==> config.mk <==
export PLATFORM = sky130hd
export DESIGN_NAME = tm_run_sequencer
export DESIGN_NICKNAME = d
export VERILOG_FILES = /design/src/rtl/tm_pkg.sv /design/src/rtl/tm_btn_sync.sv /design/src/rtl/tm_run_sequencer.sv
export SDC_FILE = /design/constraint.sdc
export NUM_CORES = 1
export LEC_CHECK = 0
export CAP_MARGIN = 0
export CORE_ASPECT_RATIO = 0.5
export CORE_MARGIN = 3
export CORE_UTILIZATION = 30
export CTS_CLUSTER_SIZE = 25
export DETAILED_ROUTE_END_ITERATION = 10
export SLEW_MARGIN = 20
export SYNTH_ARGS = -nofsm -noshare
export SYNTH_HDL_FRONTEND = slang
export SYNTH_HIERARCHICAL = 1
export SYNTH_SLANG_ARGS = --single-unit
export TNS_END_PERCENT = 50
==> constraint.sdc <==
create_clock -name clock -period 2.76 [get_ports clock]
set_input_delay 0.276 -clock clock [delete_from_list [all_inputs] [get_ports clock]]
set_output_delay 0.276 -clock clock [all_outputs]
set_load 0.005 [all_outputs]
==> src/rtl/tm_pkg.sv <==
// Shared definitions for the TuringMachine control front-end and core.
package tm_pkg;

   localparam int TM_DATA_W  = 4;
   localparam int TM_FIELDS  = 4;
   localparam int TM_ENTRIES = 16;

   typedef enum logic [1:0] {
      S_LOAD = 2'd0,
      S_RUN  = 2'd1,
      S_HALT = 2'd2
   } seq_state_t;

endpackage

==> src/rtl/tm_btn_sync.sv <==
// Two-flop synchroniser for an asynchronous button level, followed by a
// registered rising-edge detector: one single-cycle pulse per press.
module tm_btn_sync (
   input  logic clock,
   input  logic reset,
   input  logic btn,
   output logic pulse
);

   // sh[0], sh[1] synchronise; sh[2] remembers the previous synchronised level
   logic [2:0] sh;

   always_ff @(posedge clock or negedge reset) begin
      if (!reset) begin
         sh    <= '0;
         pulse <= 1'b0;
      end else begin
         sh    <= {sh[1:0], btn};
         pulse <= sh[1] & ~sh[2];
      end
   end

endmodule

==> src/rtl/tm_run_sequencer.sv <==
// Control front-end for the TuringMachine core: turns button presses and data
// switches into table writes, then issues manual or timed step pulses until halt.
module tm_run_sequencer
   import tm_pkg::*;
#(
   parameter  int DATA_W  = TM_DATA_W,
   parameter  int FIELDS  = TM_FIELDS,
   parameter  int ENTRIES = TM_ENTRIES,
   parameter  int RATE_W  = 8,
   localparam int ADDR_W  = $clog2(ENTRIES)
) (
   input  logic                     clock,
   input  logic                     reset,
   input  logic [DATA_W-1:0]        data_in,
   input  logic                     next_in,
   input  logic                     done_in,
   input  logic                     auto_run,
   input  logic [RATE_W-1:0]        rate,
   input  logic                     halted,
   output logic                     tbl_we,
   output logic [ADDR_W-1:0]        tbl_addr,
   output logic [FIELDS*DATA_W-1:0] tbl_wdata,
   output logic                     step,
   output logic [1:0]               phase,
   output logic [ADDR_W:0]          entry_count,
   output logic [15:0]              step_count,
   output logic                     load_err
);

   localparam int IDX_W = $clog2(FIELDS);
   localparam logic [IDX_W-1:0]  IDX_LAST = IDX_W'(FIELDS - 1);
   localparam logic [ADDR_W:0]   CNT_FULL = (ADDR_W + 1)'(ENTRIES);

   logic                           next_p;
   logic                           done_p;
   seq_state_t                     state;
   logic [IDX_W-1:0]               idx;
   logic [FIELDS-2:0][DATA_W-1:0]  fld;
   logic [RATE_W-1:0]              tmr;
   logic                           tmr_armed;
   logic                           step_r;
   logic [RATE_W-1:0]              period_m1;

   tm_btn_sync u_next_sync (
      .clock (clock),
      .reset (reset),
      .btn   (next_in),
      .pulse (next_p)
   );

   tm_btn_sync u_done_sync (
      .clock (clock),
      .reset (reset),
      .btn   (done_in),
      .pulse (done_p)
   );

   // rate==0 behaves like rate==1 (step every cycle)
   assign period_m1 = (rate == '0) ? '0 : rate - RATE_W'(1);

   // halted can rise in the same cycle a registered step is due; mask it here
   assign step  = step_r & ~halted;
   assign phase = state;

   always_ff @(posedge clock or negedge reset) begin
      if (!reset) begin
         state       <= S_LOAD;
         idx         <= '0;
         fld         <= '0;
         tmr         <= '0;
         tmr_armed   <= 1'b0;
         step_r      <= 1'b0;
         tbl_we      <= 1'b0;
         tbl_addr    <= '0;
         tbl_wdata   <= '0;
         entry_count <= '0;
         step_count  <= '0;
         load_err    <= 1'b0;
      end else begin
         tbl_we <= 1'b0;
         step_r <= 1'b0;

         if (step && step_count != 16'hFFFF)
            step_count <= step_count + 16'd1;

         case (state)
            S_LOAD: begin
               // Done wins over a coincident Next
               if (done_p) begin
                  state <= S_RUN;
                  if (idx != '0)
                     load_err <= 1'b1;
                  idx <= '0;
               end else if (next_p) begin
                  if (idx == IDX_LAST) begin
                     idx <= '0;
                     if (entry_count == CNT_FULL) begin
                        load_err <= 1'b1;
                     end else begin
                        tbl_we      <= 1'b1;
                        tbl_addr    <= entry_count[ADDR_W-1:0];
                        tbl_wdata   <= {data_in, fld};
                        entry_count <= entry_count + (ADDR_W + 1)'(1);
                     end
                  end else begin
                     fld[idx] <= data_in;
                     idx      <= idx + IDX_W'(1);
                  end
               end
            end

            S_RUN: begin
               if (halted) begin
                  state     <= S_HALT;
                  tmr_armed <= 1'b0;
               end else if (auto_run) begin
                  if (!tmr_armed) begin
                     tmr       <= period_m1;
                     tmr_armed <= 1'b1;
                  end else if (tmr == '0) begin
                     step_r <= 1'b1;
                     tmr    <= period_m1;
                  end else begin
                     tmr <= tmr - RATE_W'(1);
                  end
               end else begin
                  tmr_armed <= 1'b0;
                  if (next_p)
                     step_r <= 1'b1;
               end
            end

            default: begin
               state <= S_HALT;
            end
         endcase
      end
   end

endmodule

==> run summary, run 1 <==
The run finished with clean final reports. The average via count per standard cell came out at 4.635. The number of cells traversed by the worst register-to-register path is 7. The pin count of the biggest net entering global routing came out at 78. The standard-cell row count is 27. The effective utilization at floorplan came out at 31.17%. The register-to-register setup slack is 560 ps. The synthesized netlist net count came out at 351. The number of buffers inserted by post-CTS setup repair came out at 0.

The total power divided by cell area is 687.2 nW/um^2. The post-route clock skew is 7.631 ps. The number of cells in the design after placement came out at 524. TritonCTS created 9 clock buffers. The worst register-to-register path begins at tmr[1]$_DFFE_PN0P_. The count of unique library cells instantiated by Yosys came out at 48. The worst register-to-register path ends at tmr[2]$_DFFE_PN0P_. The initial DRC count is 125. The count of mapped cells out of synthesis is 322. The later pin in the worst-skew pair is clocked with a latency of 340 ps. Setup repair after global routing left no endpoint under its margin. The first-pass detailed-route iteration total came out at 4. The final hold slack is 63.51 ps.

In this run, post-CTS repair resized a total of 0 instances. The share of the Yosys chip area taken by registers is 55.62%. The clock transition at the registers of the reported paths is 60 ps.

For this run the aggregate overflow at the end of global routing stands at 0. The total via count after detailed routing is 2503. The final critical path takes up 79.76% of the cycle. The initial antenna violation count was 0.

The worst setup path is of the reg -> reg kind. Measured along the y axis, the die boundary spans 81.99 um. The post-place instance area came out at 4244 um^2. The max-capacitance violation count is 0. The worst path needs 2201 ps of the cycle, external delays included. The setup slack at placement is 598.7 ps. The tightest min-delay check is of the in -> async type. The clock tree buffer depth came out at 2. Based on the critical path, the design can be clocked at up to 0.4543 GHz. The detail route stage leaves a number of antenna-violating nets equal to 0. At the worst endpoint, the required time is 3030 ps. The global-route wire length before repair is 12440 um.

The share of synthesized registers carrying an async set or reset came out at 100.0%. The hold-fix buffer count after cts came out at 0. The worst pin sits at a relative slew slack of 35.45%.

For this run, the number of standard cells in the final layout without fillers is 540. The filler cell count in the final layout came out at 1052. The top fanout value on the critical path is 15. The detailed placer's ending HPWL is 5041 um. The final weighted congestion in routability-driven placement came out at 0.7937. Of the cells placed in the final design, the portion with a size suffix greater than 1 is 11.14%. After synthesis the netlist holds a flip-flop and latch count of 77. The number of endpoints with negative hold slack in the final report came to 0. The cell sitting at the root of the clock tree is a clkbuf_16. The final wirelength came out at 7292 um. The number of synthesis warnings came out at 6. The number of pins with negative max-slew slack in the final report came out at 0. The mean routed wirelength per cell is 13.50 um. The number of buffers added on ports is 63. The area of all placed cells without fillers came out at 4617 um^2. The final core utilization is 41.54%.

The worst setup path is launched from a flop. The worst setup path is captured at a flop. The leakage power total is 2.058 nW. The worst setup path startpoint is tmr[1]$_DFFE_PN0P_. The mean cell area of the mapped netlist is 10.76 um^2.

The number of clock sinks seen by CTS came out at 77. The combined global-route utilization of all metal layers came out at 12.33%. Compared with the post-synthesis result, the final layout area differs by 33.26%. The overall die area came out at 12950 um^2.

In the routed design, unresolved DRC markers number 0. The number of global-route vias before repair is 2537. After the last flow step, the layout net total stands at 419.

The number of diodes added for antenna fixing is 0. The number of top-level pins came out at 64. The number of enable flip-flop cells after synthesis came out at 0.

The setup TNS after final layout is 0 ps. The chip width came out at 158.0 um. The worst vdd rail ir drop is 0.3165 mV. Total power for the finished layout comes to 3.173 mW.

For the pin with the worst max-slew slack, the measured transition is 968.3 ps. In the post-route analysis, the smallest setup slack over all paths is 558.6 ps. The depth of the CTS H-tree is 3. At the worst endpoint, the arrival time is 2470 ps.

The area of the core is 11110 um^2. The most used flip-flop cell after synthesis is dfrtp_1. The CTS tree is built. Setup violations remaining at the end of the flow were counted as 0. The combined area of all synthesized cells is 3465 um^2.
-- power breakdown --
part	leakage, nW	internal (mW)	switching (mW)	total (mW)
Clock	0.183	0.999	0.460	1.46
Combinational	0.889	0.199	0.176	0.375
Sequential	0.987	1.25	0.0906	1.34
Total	2.06	2.45	0.726	3.17
-- kinds of logic after synthesis --
kind of cell	after synthesis	synth area share (%)
compound gates	33	6.754
xor+xnor	23	5.814
fa+ha+maj	11	3.972
buf+inv	21	2.600
flops	77	55.62
mux	16	5.164
simple gates	141	20.08
-- worst max-delay path: stages, from the launching register on --
cell     delay, ps
dfrtp_1        390
inv_1          140
ha_1           160
or3b_2         510
o21ai_4        380
nand2_2        160
nor3_1         260
a221o_1        140
-- worst max-delay path by stage --
| stage | endpoint | slack, ps | cells after the start |
|---|---|---|---|
| 2_1_floorplan | tmr[3]$_DFFE_PN0P_ | 890 | 7 |
| 5_1_grt | entry_count[3]$_DFFE_PN0P_ | 370 | 7 |
| 6_report | tmr[2]$_DFFE_PN0P_ | 560 | 7 |
| 4_1_cts | tmr[2]$_DFFE_PN0P_ | 590 | 7 |
| 3_3_place_gp | step_count[11]$_DFFE_PN0P_ | 650 | 6 |
| 3_5_place_dp | step_count[13]$_DFFE_PN0P_ | 600 | 6 |
-- synth_stat cells, drive strengths merged, types with 4 or more instances --
library cell	n	area (um^2)
dfrtp	77	1927
nand2	73	276.5
xnor2	17	148.9
mux2	15	168.9
o21ai	14	81.33
inv	13	48.80
nand3	13	65.06
ha	11	137.6
nor2	11	41.29
nor3	7	35.03
and3	6	37.54
nor4	6	37.54
xor2	6	52.55
a21oi	5	32.53
nand4	5	31.28
a31oi	4	31.28
buf	4	26.27
nand2b	4	25.02
-- final cells by class --
type / count / area [um^2] / area share, %
sequential: 77 / 1927 / 41.73
multi-input combinational: 224 / 1448 / 31.36
timing repair buffer: 64 / 635.6 / 13.77
clock buffer: 10 / 239.0 / 5.176
tap: 145 / 181.4 / 3.930
clock inverter: 6 / 133.9 / 2.900
inverter: 14 / 52.55 / 1.138
-- metal layers --
layer  vias up  share of wire, %  GRT usage, %
met5         -                 0             0
met4         0               1.8         5.751
met3        11               3.9         3.895
met2        39                47         19.87
met1      1215                48         15.26
li1       1238                 -             -
-- cells in the final DEF (no fill, tap or decap), types with 2 or more instances in the layout --
master	netlist	final
o21ai_1	2	2
a21oi_1	3	3
or3_1	2	2
nand4_1	5	5
inv_1	13	13
and3_1	6	6
a21oi_2	2	2
and2_1	2	2
a31oi_1	3	3
ha_1	11	11
dfrtp_1	77	77
bufinv_16	0	4
clkdlybuf4s50_1	0	62
nor2b_4	2	2
nor3b_1	3	3
nor2_1	11	11
nand3_1	13	13
o21ai_0	11	11
nor3_1	7	7
buf_4	0	2
clkbuf_16	0	9
mux2_2	15	15
nand2_1	72	72
nor4_1	6	6
nand2b_1	4	4
xnor2_1	17	17
xor2_1	6	6
-- flip-flops by register name, indices dropped and copies added, names as in the netlist, 3 cells and up --
| signal | flops |
|---|---|
| entry_count | 5 |
| fld | 12 |
| step_count | 16 |
| tbl_addr | 4 |
| tbl_wdata | 16 |
| tmr | 8 |
| u_done_sync/sh | 3 |
| u_next_sync/sh | 3 |
Power figures use the tool's default switching activity.
==> run 2, diff against run 1 <==
- clock period: 2.76 -> 1.8 ns (I/O delays scaled with it)
==> run 2 against run 1 <==
Net effect:
- cell count rose by 11%
- global-route usage rose by 0.71 points
- critical path depth fell by 1
- critical path type unchanged
- the run now ends with negative setup slack left
- first-iteration DRC count fell by 2.4%
- core utilization rose by 4.2 points
- fmax rose by 20%
- largest cell class unchanged
- clock skew barely moved
- critical endpoint unchanged
- via count rose by 8.0%
==> run summary, run 2 (synthesized netlist as in run 1, its figures left out) <==
Once routing completed, OpenROAD measured the worst setup slack at -37.52 ps. The final reports fail on negative setup slack. The number of clock sinks seen by CTS is 77. The worst-skew pair later-pin latency is 340 ps. The final core utilization is 45.76%. The number of endpoints with negative hold slack in the final report is 0.

The mean routed wirelength per cell came out at 13.19 um. Headroom to the max-slew limit came out at 73.17%. The worst setup path is of the reg -> reg kind. The detailed placer's ending HPWL is 5556 um. The maximum clock frequency is 0.5442 GHz. The area of the core is 11110 um^2. The worst vdd rail ir drop came out at 0.5369 mV. The pin count of the biggest net entering global routing is 50. In this run the remaining antenna-violating nets after routing total 0. After detailed routing, the number of remaining DRC violations is 0.

The leakage power total came out at 2.306 nW. The clock tree buffer depth is 2. After global routing the overflow that remains totals 0. The number of nets in the layout is 476. The actual slew at the worst max-slew pin came out at 399.4 ps.

The standard-cell row count is 27. Global routing consumed, over all layers together, 13.04% of the routing resources. The global-route wire length before repair came out at 13290 um. Of all nets on the critical path, the largest fanout is 5. The post-place instance area is 4627 um^2. TritonCTS built the clock tree.

The first routing iteration left 122 violations. The final setup violation count came out at 2. The signed area change from the synthesized netlist to the final layout came out at 46.80%.

The clock transition at the registers of the reported paths came out at 60 ps. At the end of routability-driven placement, the weighted congestion stood at 0.8289. The final wirelength is 7876 um. For this block, the via count after detailed routing is 2702.

The worst setup path is captured at a flop. The share of the clock period used by the worst path after layout is 102.1%. The first-pass detailed-route iteration total came out at 4. The overall die area came out at 12950 um^2.

The launching element type of the critical path is a flop. The number of buffers added on ports came out at 63. The number of pins with negative max-slew slack in the final report is 0.

The number of diodes added for antenna fixing came out at 0. The total power divided by cell area came out at 920.8 nW/um^2. The max-capacitance violation count is 0. The initial antenna violation count was 0.

Pin placement for this block handled 64 I/O pins. In the layout the commonest cells are dfrtp_1, nand2_1, clkdlybuf4s50_1. The flow ran to the end, but the final reports show violations.

Leaving out fill and tap cells, the most frequent cell in the layout is dfrtp_1. The number of clock buffers added by TritonCTS is 9. The tightest hold path in the finished design has a slack of 298.1 ps. The die boundary height came out at 81.99 um. Prior to clock tree synthesis, the placed netlist has a worst setup slack of -176.1 ps. The root buffer cell chosen for the clock tree is clkbuf_16. The number of global-route vias before repair came out at 2751. The post-route clock skew came out at 7.850 ps. Including well taps, the total number of placed cells is 573. The layout cell share with drive strength beyond 1 is 24.34%. The data required time at the worst endpoint came out at 2010 ps. STA puts the critical path data arrival time at 2050 ps. The setup TNS after final layout is -38.67 ps. Setup repair after global routing could not meet its margin everywhere. After layout, the design draws a total of 4.683 mW. CTS built an H-tree with a depth of 3.

The average via count per standard cell came out at 4.526. The path class of the tightest hold or removal check is in -> reg. After layout, the minimum clock period comes to 1838 ps. In the final layout, the registers with the most flip-flops are step_count (16), tbl_wdata (16), fld (12). The effective utilization at floorplan came out at 31.17%. The chip width came out at 158.0 um. Once layout is complete, the cells apart from fillers number 597. The area of all placed cells without fillers is 5086 um^2.
run 2: changes by cell type in the layout (fill, tap and decap cells not counted), moves of 2 or more:
cell and change:
buf_4 +52, buf_6 +2, bufinv_16 -3, clkinvlp_4 +3
inv_1 -2, inv_2 +2, nor4_1 -2, nor4_2 +2
o21ai_0 -2, o21ai_1 +2
run 2: metal layers:
metal | global-route usage (%) | up-vias | wire [um]
met5 | 0 | - | 0
met4 | 3.863 | 0 | 71
met3 | 4.579 | 5 | 295
met2 | 22.21 | 38 | 3850
met1 | 15.80 | 1305 | 3660
li1 | - | 1354 | -
run 2: where the power goes:
| part | total (mW) | internal (mW) | switching, mW |
|---|---|---|---|
| sequential | 2.04 | 1.91 | 0.128 |
| clock | 1.81 | 1.09 | 0.727 |
| combinational | 0.829 | 0.469 | 0.360 |
| total | 4.68 | 3.47 | 1.21 |
run 2: timing repair:
item                                    CTS  global route
endpoints found under the hold margin    28             0
setup buffers                             3             3
hold buffers                              1             0
endpoints found under the setup margin   10            25
gates cloned                              1             0
gates resized for setup                   1            20
pin swaps                                 1            10
run 2: cell type report:
| class | instances | area [um^2] |
|---|---|---|
| Sequential cell | 77 | 1927 |
| Clock inverter | 6 | 72.57 |
| Fill cell | 1009 | 6028 |
| Inverter | 14 | 52.55 |
| Clock buffer | 10 | 229.0 |
| Tap cell | 145 | 181.4 |
| Timing Repair Buffer | 120 | 1079 |
| Multi-Input combinational cell | 225 | 1545 |
run 2: worst max-delay path, cell delays in order (launching register included):
cell and delay, ps:
dfrtp_1 400, inv_2 90, ha_4 130, or3b_4 410, o21ai_4 250, o21ai_1 110, a221o_1 330
run 2: path summary, 6_finish.rpt:
path	from	end	slack, ps	cells past startpoint
min in group asynchronous	reset	tbl_wdata[2]$_DFFE_PN0P_	310	2
min	next_in	u_next_sync/sh[0]$_DFF_PN0_	300	1
min reg2reg	u_next_sync/sh[0]$_DFF_PN0_	u_next_sync/sh[1]$_DFF_PN0_	350	0
max in group asynchronous	reset	step_count[10]$_DFFE_PN0P_	900	3
max	tmr[1]$_DFFE_PN0P_	tmr[2]$_DFFE_PN0P_	-40	6
max reg2reg	tmr[1]$_DFFE_PN0P_	tmr[2]$_DFFE_PN0P_	-40	6
==> run 3, diff against run 2 <==
- MAX_ROUTING_LAYER: default -> met4
==> run 3 against run 2 <==
Net effect:
- the run still ends with negative setup slack left
- first-iteration DRC count fell by 8.2%
- non-clock buffer count did not move
- cell count did not move
- combinational power barely moved
- sequential power barely moved
- hold slack got worse by 1.3 ps
- critical endpoint unchanged
- highest routed layer unchanged
==> run summary, run 3 (synthesized netlist as in run 1, its figures left out) <==
The run finished, with violations left. The final reports fail on negative setup slack. TritonCTS built the clock tree.

The combined global-route utilization of all metal layers is 13.43%. The clock tree buffer depth came out at 2. The post-route clock skew came out at 7.818 ps. The first global-routing pass estimated 13290 um of wire. The average via count per standard cell came out at 4.523.

The worst-skew pair later-pin latency is 340 ps. The total via count after detailed routing is 2700. The number of top-level pins came out at 64. Cells fill 45.76% of the core in the end. In the layout the commonest cells are dfrtp_1, nand2_1, clkdlybuf4s50_1. CTS saw 77 sinks.

Once layout is complete, the cells apart from fillers number 597. The pin count of the biggest net entering global routing came out at 50. The worst register-to-register path begins at tmr[1]$_DFFE_PN0P_. The relative slew slack is 73.18%. The number of remaining DRC errors is 0. The minimum clock period after layout came out at 1837 ps. The initial antenna violation count came out at 0. Summed over all nets, wire length on met3 after detailed routing comes to 272 um. Traced cell by cell, the critical path runs through inv_2 -> ha_4 -> or3b_4 -> o21ai_4 -> o21ai_1 -> a221o_1.

The signed area change from the synthesized netlist to the final layout is 46.80%. The overall die area came out at 12950 um^2. The number of global-route vias before repair is 2755.

Wires add up to 7862 um. For the pin with the worst max-slew slack, the measured transition is 399.2 ps. STA classifies the critical path startpoint as a flop. The number of buffers inserted during clock tree synthesis came out at 9. The largest registers in the layout are step_count (16), tbl_wdata (16), fld (12).

For flop-to-flop paths, the worst setup slack is -40 ps. The critical path's top delay family is compound AO/OA/AOI/OAI gates. The chip width came out at 158.0 um. The critical path arrival is 2050 ps. The number of buffers added on ports is 63. Across all hold checks on the routed design, the worst slack comes to 296.9 ps. For this run, the post-layout net count is 476. The area of all placed cells without fillers came out at 5086 um^2. The number of cells traversed by the worst register-to-register path is 6. The first-pass detailed-route iteration total is 4. After the first detailed-routing iteration, the DRC count stood at 112.

On the critical path, the stage with the largest delay is an instance of or3b_4. The total area inside the core boundary comes to 11110 um^2. The max-capacitance violation count came out at 0. The post-route antenna net violation count came out at 0.

After clock tree synthesis, the clock-pin slew on the worst setup and hold paths is 60 ps. The terminus of the critical flop-to-flop path is tmr[2]$_DFFE_PN0P_. The final critical path takes up 102.1% of the cycle. The worst vdd rail ir drop is 0.5399 mV. The detailed-route wire length on metal 1 is 3672 um.

The setup slack at placement is -176.1 ps. The library cell used most frequently in the layout, excluding fill and tap cells, is dfrtp_1. The mean routed wirelength per cell is 13.17 um. Together, buffers and inverters on the worst path number 1.

After detailed routing, no signal wire sits above met4. The total power divided by cell area is 920.8 nW/um^2. The number of placed instances, taps included, is 573. The tightest min-delay check is of the in -> async type. The number of pins with negative max-slew slack in the final report came out at 0.

The floorplan step set the die height to 81.99 um. Setup repair after global routing could not meet its margin everywhere. Data on the critical path is required at its endpoint by 2010 ps.

The leakage power total came out at 2.306 nW. The worst setup path is captured at a flop. The setup path with the least slack is of type reg -> reg. The slack of the critical path is -37.21 ps. The number of antenna diodes in the final layout is 0.

The top fanout value on the critical path came out at 5. The root buffer cell chosen for the clock tree is clkbuf_16. The wire-length estimate of the detail-placed layout is 5556 um.

The effective utilization at floorplan is 31.17%. The standard-cell row count came out at 27. The number of endpoints with negative hold slack in the final report came to 0. The layout cell share with drive strength beyond 1 is 24.34%.

The maximum clock frequency is 0.5443 GHz. The delay of the slowest critical-path stage came out at 410 ps. The depth of the CTS H-tree came out at 3. Routability-driven placement finished with a final weighted congestion of 0.8415. The sum of met2 wire segment lengths after detailed routing came out at 3828 um. The filler cell count in the final layout is 1009. In this run the cell area measured after placement is 4627 um^2. The final setup violation count is 2. The total global routing overflow came out at 0.
run 3: worst register-to-register path, cell delays in order, from the launching register on:
cell and delay (ps):
dfrtp_1 400, inv_2 90, ha_4 130, or3b_4 410, o21ai_4 250, o21ai_1 110
a221o_1 330
run 3: report_power, final:
part,internal [mW],switching (mW),total (mW)
Sequential,1.91,0.127,2.04
Combinational,0.469,0.360,0.829
Clock,1.09,0.728,1.81
run 3: how the worst max path moves through the flow:
stage | start | to | cells after the start | slack (ps)
2_1_floorplan | tmr[0]$_DFFE_PN0P_ | tmr[3]$_DFFE_PN0P_ | 7 | 10
3_3_place_gp | halted | step_count[11]$_DFFE_PN0P_ | 6 | -150
3_5_place_dp | halted | tmr[5]$_DFFE_PN0P_ | 7 | -180
4_1_cts | tmr[0]$_DFFE_PN0P_ | tmr[4]$_DFFE_PN0P_ | 8 | 9
5_1_grt | tmr[1]$_DFFE_PN0P_ | tmr[4]$_DFFE_PN0P_ | 8 | -80
6_report | tmr[1]$_DFFE_PN0P_ | tmr[2]$_DFFE_PN0P_ | 6 | -40
run 3: metrics by stage:
| stage | power (mW) | setup TNS, ps |
|---|---|---|
| 2_1_floorplan | 2.402 | 0 |
| 5_1_grt | 4.940 | -443.7 |
| 6_report | 4.683 | -38.45 |
| 4_1_cts | 4.664 | 0 |
| 3_3_place_gp | 2.770 | -927.5 |
| 3_5_place_dp | 2.787 | -1256 |
run 3: per-layer routing:
metal  track usage [%]  vias up
li1                  -     1354
met1             15.93     1303
met2             22.17       35
met3             4.421        8
met4             3.863        0
met5                 -        -
run 3: layout make-up:
| type | instances | area [um^2] | area share, % |
|---|---|---|---|
| tap | 145 | 181.4 | 3.567 |
| clock buffer | 10 | 229.0 | 4.502 |
| multi-input combinational | 225 | 1545 | 30.38 |
| sequential | 77 | 1927 | 37.88 |
| timing repair buffer | 120 | 1079 | 21.21 |
| inverter | 14 | 52.55 | 1.033 |
| clock inverter | 6 | 72.57 | 1.427 |
run 3: what timing repair did:
action	in CTS	in global routing
buffers inserted	3	3
hold buffers	1	0
endpoints found under the hold margin	28	0
setup endpoints to repair	10	25
pin swaps	1	10
gates cloned	1	0
gates resized for setup	1	20
